--- src/rtl/vcode_pkg.sv ---
// Shared types and helpers for the RIFL verification-code engine.
// Holds the mode encoding, frame geometry helpers and the bit-serial CRC update.
package vcode_pkg;

  typedef enum logic {
    VC_GEN = 1'b0,
    VC_CHK = 1'b1
  } mode_e;

  localparam int MAX_CRC_W = 32;
  localparam int MAX_DW    = 1024;

  function automatic int beats_f(input int frame_width, input int dwidth);
    return frame_width / dwidth;
  endfunction

  function automatic int cnt_width_f(input int beats);
    return (beats > 1) ? $clog2(beats) : 1;
  endfunction

  // One beat of an MSB-first shift-register CRC. Bits at and above crc_width
  // accumulate shifted-out garbage that never feeds back; callers truncate.
  function automatic logic [MAX_CRC_W-1:0] crc_step(
    input logic [MAX_CRC_W-1:0] crc,
    input logic [MAX_DW-1:0]    data,
    input int                   dwidth,
    input int                   crc_width,
    input logic [MAX_CRC_W-1:0] poly
  );
    logic [MAX_CRC_W-1:0] c;
    logic                 fb;
    c = crc;
    for (int i = dwidth - 1; i >= 0; i--) begin
      fb = c[crc_width-1] ^ data[i];
      c  = c << 1;
      if (fb) c = c ^ poly;
    end
    return c;
  endfunction

endpackage

--- src/rtl/vcode_crc_step.sv ---
// Combinational CRC_WIDTH x DWIDTH update, one full beat per evaluation.
module vcode_crc_step
  import vcode_pkg::*;
#(
  parameter int                   DWIDTH    = 64,
  parameter int                   CRC_WIDTH = 12,
  parameter logic [CRC_WIDTH-1:0] CRC_POLY  = 12'h02f
) (
  input  logic [CRC_WIDTH-1:0] crc_in,
  input  logic [DWIDTH-1:0]    data,
  output logic [CRC_WIDTH-1:0] crc_out
);

  assign crc_out = CRC_WIDTH'(crc_step(MAX_CRC_W'(crc_in), MAX_DW'(data), DWIDTH, CRC_WIDTH,
                                       MAX_CRC_W'(CRC_POLY)));

endmodule

--- src/rtl/vcode_engine.sv ---
// RIFL verification-code engine: GEN writes CRC^frame_id into the tail beat,
// CHK recomputes it, flags mismatches and tracks the expected frame id.
module vcode_engine
  import vcode_pkg::*;
#(
  parameter int                   FRAME_WIDTH    = 256,
  parameter int                   DWIDTH         = 64,
  parameter int                   CRC_WIDTH      = 12,
  parameter logic [CRC_WIDTH-1:0] CRC_POLY       = 12'h02f,
  parameter int                   FRAME_ID_WIDTH = 8,
  parameter int                   MODE           = 0,
  parameter int                   ERR_CNT_WIDTH  = 16
) (
  input  logic                      clk,
  input  logic                      rst,
  input  logic                      in_valid,
  input  logic                      sof,
  input  logic [DWIDTH-1:0]         data_in,
  output logic                      out_valid,
  output logic [DWIDTH-1:0]         data_out,
  output logic                      frame_ok,
  output logic                      crc_err,
  output logic                      sof_err,
  output logic [ERR_CNT_WIDTH-1:0]  err_cnt,
  output logic [FRAME_ID_WIDTH-1:0] frame_id
);

  localparam int                   BEATS     = beats_f(FRAME_WIDTH, DWIDTH);
  localparam int                   CNT_WIDTH = cnt_width_f(BEATS);
  localparam mode_e                MODE_E    = mode_e'(MODE[0]);
  localparam logic [CNT_WIDTH-1:0] LAST_BEAT = CNT_WIDTH'(BEATS - 1);

  if (BEATS < 1 || (FRAME_WIDTH % DWIDTH) != 0 || (BEATS & (BEATS - 1)) != 0) begin : g_bad_frame
    $fatal(1, "FRAME_WIDTH must be DWIDTH * 2^k");
  end
  if (DWIDTH <= CRC_WIDTH || DWIDTH > MAX_DW) begin : g_bad_dwidth
    $fatal(1, "DWIDTH must exceed CRC_WIDTH and fit the CRC helper");
  end
  if (CRC_WIDTH < 1 || CRC_WIDTH > MAX_CRC_W) begin : g_bad_crc
    $fatal(1, "CRC_WIDTH out of range");
  end
  if (FRAME_ID_WIDTH < 1 || FRAME_ID_WIDTH > CRC_WIDTH) begin : g_bad_id
    $fatal(1, "FRAME_ID_WIDTH must be 1..CRC_WIDTH");
  end
  if (MODE != 0 && MODE != 1) begin : g_bad_mode
    $fatal(1, "MODE must be 0 (GEN) or 1 (CHK)");
  end
  if (ERR_CNT_WIDTH < 1) begin : g_bad_cnt
    $fatal(1, "ERR_CNT_WIDTH must be positive");
  end

  logic [CNT_WIDTH-1:0] beat_cnt, cur_idx;
  logic                 in_frame, data_flag;
  logic [CRC_WIDTH-1:0] crc_q, crc_seed, crc_next, vcode;
  logic [DWIDTH-1:0]    crc_data;
  logic                 active, is_tail, is_data, abort, match, tail_ok, tail_bad;

  // NOTE: every always_comb output is assigned on every path so no latch is inferred.
  always_comb begin
    abort    = in_valid & sof & in_frame;
    active   = in_valid & (sof | in_frame);
    cur_idx  = sof ? '0 : beat_cnt;
    is_tail  = active & (cur_idx == LAST_BEAT);
    is_data  = sof ? (data_in[DWIDTH-1 -: 2] == 2'b01) : data_flag;
    crc_seed = sof ? '0 : crc_q;
    crc_data = is_tail ? {data_in[DWIDTH-1:CRC_WIDTH], {CRC_WIDTH{1'b0}}} : data_in;
    vcode    = crc_next ^ CRC_WIDTH'(frame_id);
    match    = (vcode == data_in[CRC_WIDTH-1:0]);
    tail_ok  = is_tail & ((MODE_E == VC_GEN) | match);
    tail_bad = is_tail & (MODE_E == VC_CHK) & ~match;
  end

  vcode_crc_step #(
    .DWIDTH   (DWIDTH),
    .CRC_WIDTH(CRC_WIDTH),
    .CRC_POLY (CRC_POLY)
  ) u_crc_step (
    .crc_in (crc_seed),
    .data   (crc_data),
    .crc_out(crc_next)
  );

  // NOTE: state uses non-blocking assignments so every register samples pre-edge values.
  always_ff @(posedge clk or posedge rst) begin
    if (rst) begin
      out_valid <= 1'b0;
      data_out  <= '0;
      frame_ok  <= 1'b0;
      crc_err   <= 1'b0;
      sof_err   <= 1'b0;
      err_cnt   <= '0;
      frame_id  <= '0;
      beat_cnt  <= '0;
      in_frame  <= 1'b0;
      data_flag <= 1'b0;
      crc_q     <= '0;
    end else begin
      out_valid <= in_valid;
      frame_ok  <= 1'b0;
      crc_err   <= 1'b0;
      sof_err   <= 1'b0;
      if (in_valid) begin
        data_out <= (MODE_E == VC_GEN && is_tail) ? {data_in[DWIDTH-1:CRC_WIDTH], vcode} : data_in;
        frame_ok <= tail_ok;
        crc_err  <= tail_bad;
        sof_err  <= abort;
        if (active) begin
          crc_q     <= crc_next;
          data_flag <= is_data;
          in_frame  <= ~is_tail;
          beat_cnt  <= is_tail ? '0 : cur_idx + CNT_WIDTH'(1);
        end
        // A failed check keeps the id so a go-back-N retransmit reuses it.
        if (tail_ok && is_data) frame_id <= frame_id + FRAME_ID_WIDTH'(1);
        if ((tail_bad || abort) && err_cnt != '1) err_cnt <= err_cnt + ERR_CNT_WIDTH'(1);
      end
    end
  end

endmodule

--- config.mk ---
export PLATFORM = sky130hd
export DESIGN_NAME = vcode_engine
export DESIGN_NICKNAME = d
export VERILOG_FILES = /design/src/rtl/vcode_pkg.sv /design/src/rtl/vcode_crc_step.sv /design/src/rtl/vcode_engine.sv
export SDC_FILE = /design/constraint.sdc
export NUM_CORES = 1
export LEC_CHECK = 0
export BUFFER_PORTS_ARGS = -buffer_cell sky130_fd_sc_hd__buf_2
export CAP_MARGIN = 15
export CORE_MARGIN = 4
export CORE_UTILIZATION = 43
export CTS_CLUSTER_SIZE = 28
export DETAILED_ROUTE_END_ITERATION = 6
export PLACE_DENSITY = 0.74
export SYNTH_ARGS = -nofsm -noshare
export SYNTH_HDL_FRONTEND = slang
export SYNTH_SLANG_ARGS = --single-unit
export TNS_END_PERCENT = 10
--- constraint.sdc ---
create_clock -name clk -period 6 [get_ports clk]
set_clock_uncertainty 0.2 [all_clocks]
set_input_delay 0.3 -clock clk [delete_from_list [all_inputs] [get_ports clk]]
set_output_delay 0.3 -clock clk [all_outputs]
set_load 0.1 [all_outputs]
==> reports/results.txt <==
The critical path class was input port to register. After clock tree synthesis, the clock-pin slew on the worst setup and hold paths is 0.08 ns. For flop-to-flop paths, the worst setup slack is 0.24 ns.

After synthesis, the cell types taking the most area are dfrtp_1, xnor3_1, xnor2_1. In this run the tightest slew margin relative to its limit is 34.6%. Clock latency on the worst-skew pair, taken at its later pin, is 0.36 ns. The flow ran to the end, and the final reports show no timing, DRC or antenna violations. The average wire length per cell after detail routing is 17.6 um. The tightest min-delay check is of the input port to register type. Cells with a size suffix above 1 make up 35.9% of the layout.

The run gives 0 as the max-slew violation count. In this run, placement finished with an instance count of 1054. TritonCTS built the clock tree. No sink is reached through more buffers than the 2 on the longest clock path. The number of antenna violations at the first check in global routing is 1, and the critical path data arrival time is 5.80 ns.

Averaged over all synthesized cells, the footprint is 13.4 um^2. The count of clock tree sinks came out at 107. The number of nets with antenna violations after detailed routing is 0, and the number of port buffers is 158.

The pin slew with the least headroom to its limit works out to 0.981 ns. The synthesized design spends more area on one cell type than any other, namely dfrtp_1. The die is 148 um tall. The routed design could run at a clock period as short as 5.80 ns. The count of H-tree levels built during CTS was 3; the setup-violating endpoint count in the final report was 0. The run gives 630 as the number of instances in the synthesized netlist.

Element type at the critical path start: an input port. Setup repair after global routing left no endpoint under its margin. In this run the horizontal extent of the chip is 148 um. For this design the top-level I/O count stands at 160.

The ratio of final minimum period to clock period works out to 96.6%. Of all nets on the critical path, the largest fanout is 5. The final cell count without fillers came out at 1089.

The logs give 5528 for the number of global-route vias before repair and 0 for the number of buffers inserted by post-CTS setup repair. For the initial core utilization, the log shows 44.4%. The first TritonRoute pass finished after 4 iterations. The worst setup path is captured at a register. The first routing iteration left 224 violations. The run gives 0 as the count of unresolved DRC violations after routing. The tools report the summed instance area of the synthesized netlist as 8410 um^2.

The synthesized design contains 0 enable-type register cells. The commonest cells after synthesis are xnor2_1, dfrtp_1, xnor3_1. Counting flops with an async set or reset pin after synthesis yields a share of 100%. For this run, the register share of the synthesized area comes to 31.8%. The die covers 21900 um^2. The count of final hold-check violations is 0. Entering global routing, the biggest net connects 83 pins. Synthesis inferred 107 register bits.

The floorplan step defined a core boundary enclosing 19000 um^2. In the global route stage, overall resource usage came out at 17.7%. During synthesis, Yosys emitted a total of 0 warnings. The number of nets in the synthesized netlist is 701.

The number of fillers in the final layout came out at 1617. The post-detailed-routing wire length came out at 19.1 mm. The congestion estimate from routability-driven global placement came to 0.891.

The standard-cell row count is 50. The clock tree root buffer cell is clkbuf_16. The netlist uses 43 different library cells. The most repeated cell in the gate-level netlist after synthesis was xnor2_1. Max-capacitance violation count: 0. Using the TritonRoute via totals, the vias-per-cell ratio works out to 4.82. Summed over all layers, the global routing overflow is 0.

Detailed routing inserted a total of 5248 vias. The most used flip-flop cell after synthesis is dfrtp_1. CTS buffer count: 9. The global-route wire length before repair was 30.3 mm; the signed area change from the synthesized netlist to the final layout was 20.8%.

After synthesis, the largest area contributor takes up 31.8% of total cell area. For the worst setup path, the data required time is 6.00 ns. Static timing analysis puts the maximum clock frequency at 0.172 GHz. In the final design database the tool counted 894 nets.

The detailed placement HPWL came out at 15.2 mm.
kinds of logic after synthesis:
| family | share of synthesized area [%] |
|---|---|
| xor+xnor | 50.8 |
| flops | 31.8 |
| simple gates | 5.38 |
| mux | 7.87 |
| compound gates | 2.45 |
| buf+inv | 1.23 |
| fa+ha+maj | 0.446 |
| other cells | 0.0446 |
path summary, 6_finish.rpt:
path                                   from      endpoint  cells past startpoint
worst min-delay path            data_in[15]  data_out[15]                      2
max in group asynchronous               rst      crc_q[7]                      4
min in group asynchronous               rst  data_out[58]                      3
worst max-delay path            data_in[47]   data_out[4]                     16
worst max register to register     crc_q[6]   data_out[4]                     15
worst min register to register  beat_cnt[1]   beat_cnt[1]                      2
layer usage:
layer | vias up | GRT usage [%] | share of wire (%)
met5 | - | 0 | 0
met4 | 0 | 4.53 | 1.5
met3 | 19 | 3.56 | 6.0
met2 | 147 | 29.8 | 48
met1 | 2560 | 23.8 | 44
li1 | 2522 | - | -
cell usage in the layout (no fill, tap or decap), drive strengths merged, types with 6 or more instances in the layout:
master,netlist,layout
nand4,6,6
xor3,17,17
nor2b,7,7
nand2,41,41
xor2,52,52
inv,4,7
buf,11,183
o21ai,22,22
nand3,8,8
mux2,57,57
clkbuf,8,11
xnor3,87,87
nor2,23,23
dfrtp,107,107
dlygate4sd3,0,18
xnor2,147,147
what timing repair did:
item,CTS,global route
endpoints found under the setup margin,2,8
pin swaps,0,1
endpoints found under the hold margin,61,0
gates cloned,0,0
hold buffers,18,0
resized for setup,2,10
through the flow:
stage | setup TNS, ns | worst slack, ns | hold WS, ns | cell area [um^2] | utilization (%)
finish | 0 | 0.202 | 0.0146 | 10200 | 53.6
global route | 0 | 0.0144 | 0.0172 | 10200 | 53.6
CTS | 0 | 0.0177 | 0.00424 | 10100 | 53.3
detailed placement | -0.0192 | -0.0192 | 0.204 | 9640 | 50.8
global placement | 0 | 0.0301 | 0.204 | 9640 | 50.8
floorplan | 0 | 0.434 | 0.131 | 8410 | -
worst max-delay path, stage by stage:
cell	delay, ns
dlygate4sd3_1	0.56
buf_2	0.15
xnor3_1	0.33
xnor3_1	0.27
xnor3_2	0.50
xnor3_2	0.45
xor3_2	0.48
xor2_4	0.25
xnor3_2	0.52
xnor3_2	0.43
xnor3_2	0.41
xnor3_2	0.43
xor3_2	0.43
xnor2_1	0.14
nand2_1	0.06
a31oi_1	0.08
layout make-up:
| type | instances | area (um^2) | area share [%] |
|---|---|---|---|
| Multi-Input combinational cell | 499 | 5700 | 56.1 |
| Sequential cell | 107 | 2680 | 26.4 |
| Timing Repair Buffer | 201 | 1160 | 11.4 |
| Tap cell | 260 | 325 | 3.20 |
| Clock buffer | 11 | 233 | 2.29 |
| Clock inverter | 5 | 43.8 | 0.431 |
| Inverter | 5 | 21.3 | 0.209 |
| Antenna cell | 1 | 2.50 | 0.0246 |
state kept, by name, summed over array words and instances, names as in the netlist:
signal     count
data_out      64
err_cnt       16
crc_q         12
frame_id       8
beat_cnt       2
data_flag      1
frame_ok       1
in_frame       1
out_valid      1
sof_err        1
Power is left out: the tool's default activity adds up to more than one toggle a clock period on the data nets, which glitch-free logic cannot reach.
